$ cat config.mk
export PLATFORM = sky130hd
export DESIGN_NAME = ball_track_ctrl
export DESIGN_NICKNAME = d
export VERILOG_FILES = /design/src/rtl/ball_track_ctrl.sv
export SDC_FILE = /design/constraint.sdc
export NUM_CORES = 1
export LEC_CHECK = 0
export ABC_AREA = 1
export ABC_CLOCK_PERIOD_IN_PS = 2200
export BUFFER_PORTS_ARGS = -buffer_cell sky130_fd_sc_hd__buf_4
export CAP_MARGIN = 10
export CORE_MARGIN = 5
export CORE_UTILIZATION = 25
export CTS_BUF_LIST = sky130_fd_sc_hd__clkbuf_4
export DETAILED_ROUTE_END_ITERATION = 12
export PLACE_DENSITY = 0.47
export SKIP_LAST_GASP = 1
export SLEW_MARGIN = 5
export SYNTH_ARGS = -nofsm -noshare
export SYNTH_HDL_FRONTEND = slang
export SYNTH_SLANG_ARGS = --single-unit
$ cat constraint.sdc
create_clock -name CLK -period 2.2 [get_ports CLK]
set_clock_uncertainty 0.1 [all_clocks]
set_input_delay 0.22 -clock CLK [delete_from_list [all_inputs] [get_ports CLK]]
set_output_delay 0.22 -clock CLK [all_outputs]
set_load 0.05 [all_outputs]
$ cat src/rtl/ball_track_ctrl.sv
// Frame-level sequencer for the ball detector: arms on a clean frame start, qualifies
// per-frame results (count threshold + continuity) and issues confirmed positions.
module ball_track_ctrl #(
  parameter int COLS        = 40,
  parameter int ROWS        = 30,
  parameter int MIN_COUNT   = 16,
  parameter int CONFIRM     = 2,
  parameter int LOST_FRAMES = 8,
  localparam int XW         = $clog2(COLS),
  localparam int YW         = $clog2(ROWS)
) (
  input  logic          CLK,
  input  logic          RST_N,
  input  logic          START,
  input  logic          VGA_VS,
  input  logic          DET_DONE,
  input  logic [XW-1:0] DET_X,
  input  logic [YW-1:0] DET_Y,
  input  logic [12:0]   DET_COUNT,
  output logic          DET_ENABLE,
  output logic          POS_VALID,
  input  logic          POS_READY,
  output logic [XW-1:0] POS_X,
  output logic [YW-1:0] POS_Y,
  output logic          TRACKING,
  output logic          LOST,
  output logic          OVERRUN
);

  typedef enum logic [1:0] {IDLE, SYNC, RUN, EVAL} state_t;

  typedef struct packed {
    logic [XW-1:0] x;
    logic [YW-1:0] y;
    logic [12:0]   cnt;
  } det_t;

  state_t        state;
  det_t          det_q;
  logic          vs_d, seen;
  logic [XW-1:0] last_x;
  logic [YW-1:0] last_y;
  logic [3:0]    conf_cnt;
  logic [7:0]    miss_cnt;

  logic       fs, hit, near, fs_miss, eval_hit, miss_ev, issue, accept;
  logic [6:0] ax, bx, ay, by, dx, dy;
  logic [3:0] conf_inc, conf_hit;
  logic [7:0] miss_inc;

  assign fs = vs_d & ~VGA_VS;

  always_comb begin
    ax = 7'(det_q.x);
    bx = 7'(last_x);
    ay = 7'(det_q.y);
    by = 7'(last_y);
    dx = (ax >= bx) ? ax - bx : bx - ax;
    dy = (ay >= by) ? ay - by : by - ay;
  end

  assign hit      = det_q.cnt >= 13'(MIN_COUNT);
  assign near     = (dx <= 7'd1) && (dy <= 7'd1);
  assign conf_inc = (conf_cnt >= 4'(CONFIRM)) ? 4'(CONFIRM) : conf_cnt + 4'd1;
  // a jump away from the last hit restarts confirmation from this hit
  assign conf_hit = (near || conf_cnt == 4'd0) ? conf_inc : 4'd1;
  assign miss_inc = (miss_cnt >= 8'(LOST_FRAMES)) ? 8'(LOST_FRAMES) : miss_cnt + 8'd1;

  // frame start with no result seen; a coincident DET_DONE still belongs to this frame
  assign fs_miss  = (state == RUN) && fs && !seen && !DET_DONE;
  assign eval_hit = (state == EVAL) && hit;
  assign miss_ev  = ((state == EVAL) && !hit) || fs_miss;
  assign issue    = eval_hit && (TRACKING || conf_hit == 4'(CONFIRM));
  assign accept   = POS_VALID && POS_READY;

  always_ff @(posedge CLK or negedge RST_N) begin
    if (!RST_N) begin
      state      <= IDLE;
      det_q      <= '0;
      vs_d       <= 1'b1;
      seen       <= 1'b0;
      last_x     <= '0;
      last_y     <= '0;
      conf_cnt   <= '0;
      miss_cnt   <= '0;
      DET_ENABLE <= 1'b0;
      POS_VALID  <= 1'b0;
      POS_X      <= '0;
      POS_Y      <= '0;
      TRACKING   <= 1'b0;
      LOST       <= 1'b0;
      OVERRUN    <= 1'b0;
    end else begin
      vs_d <= VGA_VS;
      if (!START) begin
        state      <= IDLE;
        seen       <= 1'b0;
        conf_cnt   <= '0;
        miss_cnt   <= '0;
        DET_ENABLE <= 1'b0;
        POS_VALID  <= 1'b0;
        TRACKING   <= 1'b0;
        LOST       <= 1'b0;
        OVERRUN    <= 1'b0;
      end else begin
        DET_ENABLE <= (state == RUN) || (state == EVAL);
        case (state)
          IDLE: state <= SYNC;
          SYNC: if (fs) state <= RUN;
          RUN:  if (DET_DONE) begin
                  state <= EVAL;
                  det_q <= '{x: DET_X, y: DET_Y, cnt: DET_COUNT};
                end
          EVAL: state <= RUN;
        endcase

        if (fs)                            seen <= 1'b0;
        else if (state == RUN && DET_DONE) seen <= 1'b1;

        if (eval_hit) begin
          last_x   <= det_q.x;
          last_y   <= det_q.y;
          conf_cnt <= conf_hit;
          if (near || conf_cnt == 4'd0) miss_cnt <= '0;
          if (conf_hit == 4'(CONFIRM)) begin
            TRACKING <= 1'b1;
            LOST     <= 1'b0;
          end
        end else if (miss_ev) begin
          miss_cnt <= miss_inc;
          if (miss_inc == 8'(LOST_FRAMES) && TRACKING) begin
            TRACKING <= 1'b0;
            LOST     <= 1'b1;
            conf_cnt <= '0;
          end
        end

        // a fresh position overrides a pending acceptance on the same edge
        if (issue) begin
          POS_X     <= det_q.x;
          POS_Y     <= det_q.y;
          POS_VALID <= 1'b1;
          if (POS_VALID && !POS_READY) OVERRUN <= 1'b1;
        end else if (accept) begin
          POS_VALID <= 1'b0;
        end
      end
    end
  end

endmodule

# After elaboration in Yosys (flattened, before gate mapping)
# Cells that the tools add are included.
dict set report op_classes {
  addsub 6
  order_cmp 7
  n_eq_ne 15
  mux 37
  bitwise_logic 2
  reduce_logical 29
}
# operator n
set ops {}
lappend ops {{$mux W8} 5}
lappend ops {{$mux W4} 6}
lappend ops {{$mux W1} 20}
lappend ops {{$le A7 B1 Y1 const B} 2}
lappend ops {{$mux W7} 2}
lappend ops {{$sub A6 B6 Y7} 2}
lappend ops {{$ge A13 B5 Y1 const B} 1}
lappend ops {{$ne A3 B1 Y1 const B} 4}
lappend ops {{$reduce_and A2 Y1} 6}
lappend ops {{$sub A5 B5 Y6} 2}
lappend ops {{$logic_and A1 B1 Y1} 11}
lappend ops {{$add A8 B1 Y8 const B} 1}
lappend ops {{$eq A8 B4 Y1 const B} 1}
lappend ops {{$ge A8 B4 Y1 const B} 1}
lappend ops {{$pmux W2 S4} 1}
lappend ops {{$ge A6 B6 Y1} 1}
lappend ops {{$mux W2} 3}
lappend ops {{$ne A3 B2 Y1 const B} 2}
lappend ops {{$ne A3 B3 Y1 const B} 2}
lappend ops {{$reduce_and A3 Y1} 2}
lappend ops {{$ge A5 B5 Y1} 1}
lappend ops {{$add A4 B1 Y4 const B} 1}
lappend ops {{$eq A2 B2 Y1 const B} 2}
lappend ops {{$eq A4 B2 Y1 const B} 1}
lappend ops {{9 further kinds} 16}
dict set report word_totals {
  ff_bits 67
  input_bits 30
  output_inout_bits 16
  elab_cells 113
}

# Longest topological paths before layout
dict set report logic_depth {
  depth_word 11
  mapped_depth 21
}

# Worst setup path before layout
# Ideal clock, no wire load.
dict set report synth_timing {
  kind {register -> register}
  startpoint {register det_q, in the netlist ay[0]}
  endpoint {register POS_X[0]}
  setup_ns 0.119
  arrival_ns 2.222
  required_time_ns 1.981
  slack_ns -0.241
  path_stages_with_launch 22
  path_cell_list {dfrtp_1 inv_1 ha_1 inv_1 fa_1 inv_1 nand2_1 nand2_1 nand3_2 inv_2 nand3_1 nand2_1 nand2_1 nor2_2 nand3_2 nand2_2 nand3_2 nand2_4 nand2_4 buf_6 nand2_1 nand2_1}
}
dict set report synth_via {
  elab_chain_cells 10
}
# item line_no
set synth_lines {}
lappend synth_lines {{start, declared} 39} ;# det_t det_q;
lappend synth_lines {{start signal, assigned} 112} ;# det_q <= '{x: DET_X, y: DET_Y, cnt: DET_COUNT};
lappend synth_lines {{$sub A5 B5 Y6 / $ge A5 B5 Y1 (equally long branches)} 59} ;# dy = (ay >= by) ? ay - by : by - ay;
lappend synth_lines {{$mux W7 *} 59}
lappend synth_lines {{$le A7 B1 Y1 *} 63} ;# assign near = (dx <= 7'd1) && (dy <= 7'd1);
lappend synth_lines {{$logic_and A1 B1 Y1 *} 63}
lappend synth_lines {{$logic_or A1 B1 Y1 *} 66} ;# assign conf_hit = (near || conf_cnt == 4'd0) ? conf_inc : 4'd1;
lappend synth_lines {{$mux W4 *} 66}
lappend synth_lines {{$eq A4 B2 Y1 *} 73} ;# assign issue = eval_hit && (TRACKING || conf_hit == 4'(CONFIRM));
lappend synth_lines {{$logic_or A1 B1 Y1 *} 73}
lappend synth_lines {{$logic_and A1 B1 Y1 *} 73}
lappend synth_lines {{$reduce_and A2 Y1 (no line) *} --}
lappend synth_lines {{end signal, assigned} 140} ;# POS_X <= det_q.x;
lappend synth_lines {{end, declared} 23} ;# output logic [XW-1:0] POS_X,
# Mark *: on every way between the ends. The rest lies on a longest branch, timed or not.
# A chain may end at the register's enable or synchronous reset.

# Final worst setup path
dict set report layout_timing {
  startpoint {register det_q, in the netlist ax[0]}
  endpoint {register POS_Y[1]}
}
dict set report layout_via {
  elab_chain_cells 10
}
# item line_no
set layout_lines {}
lappend layout_lines {{$sub A6 B6 Y7 / $ge A6 B6 Y1 (equally long branches)} 58} ;# dx = (ax >= bx) ? ax - bx : bx - ax;
lappend layout_lines {{$mux W7 *} 58}
lappend layout_lines {{$le A7 B1 Y1 *} 63}
lappend layout_lines {{$logic_and A1 B1 Y1 *} 63}
lappend layout_lines {{$logic_or A1 B1 Y1 *} 66}
lappend layout_lines {{$mux W4 *} 66}
lappend layout_lines {{$eq A4 B2 Y1 *} 73}
lappend layout_lines {{$logic_or A1 B1 Y1 *} 73}
lappend layout_lines {{$logic_and A1 B1 Y1 *} 73}
lappend layout_lines {{$reduce_and A2 Y1 (no line) *} --}
lappend layout_lines {{end signal, assigned} 141} ;# POS_Y <= det_q.y;
lappend layout_lines {{end, declared} 24} ;# output logic [YW-1:0] POS_Y,
# Marks and branches as above.

==> results.tsv <==
stage	metric	value	unit
global_routing	grt_pass1_wl	16860	um
global_routing	antenna_found_initial	0	
timing	slew_viol_final	0	
die	die_area	0.01772	mm2
logic_synthesis	yosysMostFrequentCell	nand2_1	
die	die_h	133.1	um
placement	place_congestion	0.8239	
critical_path	r2r_cells	17	
logic_synthesis	async_reset_ff_frac	1.000	
pwr	powerDensity	1132	mW/mm2
timing	fin_crit_sh	1.161	
logic_synthesis	synth_top_family_by_area	simple AND/OR/NAND/NOR gates	
timing	setup_slack	-0.3535	ns
critical_path	end_kind	register	
critical_path	arrival	2.82	ns
timing	final_hold_viol_count	0	
timing	rsz0062_at_grt	true	
logic_synthesis	synthXorXnorAreaFrac	0.009247	
finish	fill_cells	1554	
finish	layout-drive-gt1-share	0.3038	
status	outcome	finished with violations	
logic_synthesis	synth.net_count	539	
timing	holdWs	0.3189	ns
finish	antenna_cells	0	
placement	placedCellCount	747	
clock_tree	cts_buffers	9	
logic_synthesis	synth_cell_types	32	
logic_synthesis	mappedNetlistArea	0.003789	mm2
drt	routed_via_density	4.269	
global_routing	overflow	0	
logic_synthesis	avgSynthCellArea	7.926	um2
logic_synthesis	synth.top_cells.by_count	nand2_1 (116), inv_1 (68), dfrtp_1 (62)	
clock_tree	cts_htree_levels	3	
pwr	power_frac_comb	0.594	
logic_synthesis	synth_compound_area_frac	0.06803	
timing	fin_crit	2.554	ns
placement	io_buffer_count	41	
clock_tree	numClockSinks	63	
drt	initialDrtViolationCount	202	
drt	drc	0	
logic_synthesis	ys_warn_count	0	
timing	slew_headroom	0.4403	
finish	final_cells	797	
logic_synthesis	synthSimpleGateAreaFrac	0.2734	
pwr	internal_power	3.381	mW
critical_path	path_max_fanout	7	
timing	fin_setup_tns	-6.996	ns
logic_synthesis	synth_area_leader_cell	dfrtp_1	
die	rows	45	
logic_synthesis	ys.flop_type	dfrtp_1	
logic_synthesis	ys_top_cells_by_area	dfrtp_1 (41%), nand2_1 (11%), ha_1 (8.9%), inv_1 (6.7%), nand3_1 (5.8%)	
finish	nets	665	
pwr	irDropWorstVdd	0.4230	mV
logic_synthesis	synthAdderAreaFrac	0.1103	
drt	vias	3402	
clock_tree	clockRootBuffer	clkbuf_4	
global_routing	grt_use_total	0.1175	
pwr	clkPwrFrac	0.141	
drt	drt.antenna.violating_nets	0	
pwr	swShare	0.4305	
pwr	total_power	5.936	mW
flow_run	drv_cap	0	
logic_synthesis	synthCells	478	
logic_synthesis	ys_seq_area_frac	0.4164	
critical_path	r2r-start	ax[0]	
die	initial_utilization	0.2520	
clock_tree	path_clk_slew	0.12	ns
global_routing	grt_pass1_vias	3585	
clock_tree	cts_tree	done	
die	fp.coreArea	0.01503	mm2
pwr	p_switching	2.556	mW
logic_synthesis	synth_seq_cells	63	
worst_hold_path	min_path_type	in -> async	
global_routing	grt_max_degree	64	
status	violations	setup timing	
drt	dr.pass1.iters	4	
timing	setup_viol	26	
pwr	seqPwrFrac	0.265	
clock_tree	cts_buffer_depth	2	
critical_path	rrSetupSlack	-0.35	ns
placement	dp.final_hpwl	7266	um
timing	tightest_slew	0.8395	ns
finish	areaGrowthSynthToFinish	38.41	%
die	ios	46	
critical_path	timing.rr.end	POS_Y[1]	
critical_path	cp-start-kind	register	
logic_synthesis	synth_mux_area_frac	0.02675	
timing	max_freq	0.3916	GHz
pwr	p_leak	2.718	nW
placement	pre_cts_ws	-0.4411	ns
die	die_w	133.1	um
critical_path	critPathKind	reg -> reg	
drt	wire_per_inst	12.06	um
drt	wl	9611	um
logic_synthesis	synth_edf_count	0	
logic_synthesis	synth_top_cell_area_share	0.4095	
clock_tree	clock_latency	0.44	ns
critical_path	critPathRequiredTime	2.47	ns
worst max-delay path by stage:
stage	start	end	slack [ns]	cells past startpoint
finish	ax[0]	POS_Y[1]	-0.35	17
global route	ax[0]	POS_Y[4]	-0.52	17
CTS	ay[0]	POS_Y[1]	-0.33	20
detailed placement	ay[0]	POS_Y[4]	-0.44	20
global placement	ay[0]	POS_Y[3]	-0.37	20
floorplan	ay[0]	POS_X[0]	-0.20	21
sequential cells by signal, indices dropped and copies added (netlist names), 2 cells and up:
signal and count:
miss_cnt 8, ay 5, conf_cnt 4, last_y 5, last_x 6, POS_X 6, state 2, ax 6
POS_Y 5, det_q 9
per-layer routing:
layer | track usage | share of wire | wire [um]
met4 | 0.04286 | 0.015 | 142
met5 | 0 | 0 | 0
met3 | 0.02832 | 0.042 | 406
met1 | 0.1448 | 0.45 | 4285
met2 | 0.2003 | 0.50 | 4777
worst max-delay path: stages (launching register included):
cell and delay, ns:
dfrtp_1 0.43, inv_2 0.08, ha_2 0.16, inv_2 0.05
fa_2 0.36, xor2_1 0.17, nor2_1 0.11, nand3_1 0.09
nand2_1 0.06, nand2_1 0.06, nor2_2 0.12, nand3_2 0.09
nand2_2 0.10, nand3_2 0.09, nand2_4 0.14, buf_12 0.13
nand3_1 0.06, nand2_1 0.08
cells in the final DEF, fill, tap and decap left out, types with 2 or more instances in the layout:
cell type and n:
ha_1 23, nand2_2 9, ha_2 3, a21oi_1 20
nor3_1 7, buf_4 101, dfrtp_1 61, nor2_2 5
nand2_1 110, nand3_1 37, inv_1 58, o21ai_1 5
clkinv_4 2, nand4_1 5, o21ai_0 17, clkbuf_4 11
inv_2 14, o211ai_1 2, nand3_2 12, a21oi_2 2
xor2_1 4, fa_2 4, nor2_1 41, mux2_2 9
nand2_4 2, dlygate4sd3_1 27, nor4_1 3
repair_timing:
action,4_1_cts,5_1_grt
setup buffers,4,3
endpoints found under the hold margin,90,0
pin swaps,4,3
setup endpoints to repair,26,26
resized for setup,17,18
hold buffers,27,0
cell families after synthesis:
group / Yosys count
buffers and inverters: 87
muxes: 9
and+or+nand+nor: 235
DFF: 63
xor gates and xnor gates: 4
adders and majority gates: 31
AOI/OAI and AO/OA: 49
layout make-up:
type                            count  area [um2]  share of cell area
Inverter                           73       276.5             0.05273
Sequential cell                    63        1579              0.3011
Timing Repair Buffer              129        1049              0.2000
Multi-Input combinational cell    328        1962              0.3741
Clock inverter                      5       60.06             0.01145
Tap cell                          188       235.2             0.04486
Clock buffer                       11       82.58             0.01575
through the flow:
step,cell area (um2),util
finish,5244,0.3488
floorplan,3811,-
detailed placement,4686,0.3117
CTS,5181,0.3447
global route,5244,0.3488
global placement,4686,0.3117
power by group through the flow:
stage / logic (mW) / clock network, mW / registers, mW
CTS: 3.41 / 0.888 / 1.58
finish: 3.53 / 0.835 / 1.57
floorplan: 2.04 / 0 / 1.66
global placement: 3.24 / 0 / 1.59
global route: 4.01 / 0.928 / 1.61
detailed placement: 3.27 / 0 / 1.60
(Power assumes the default switching activity.)
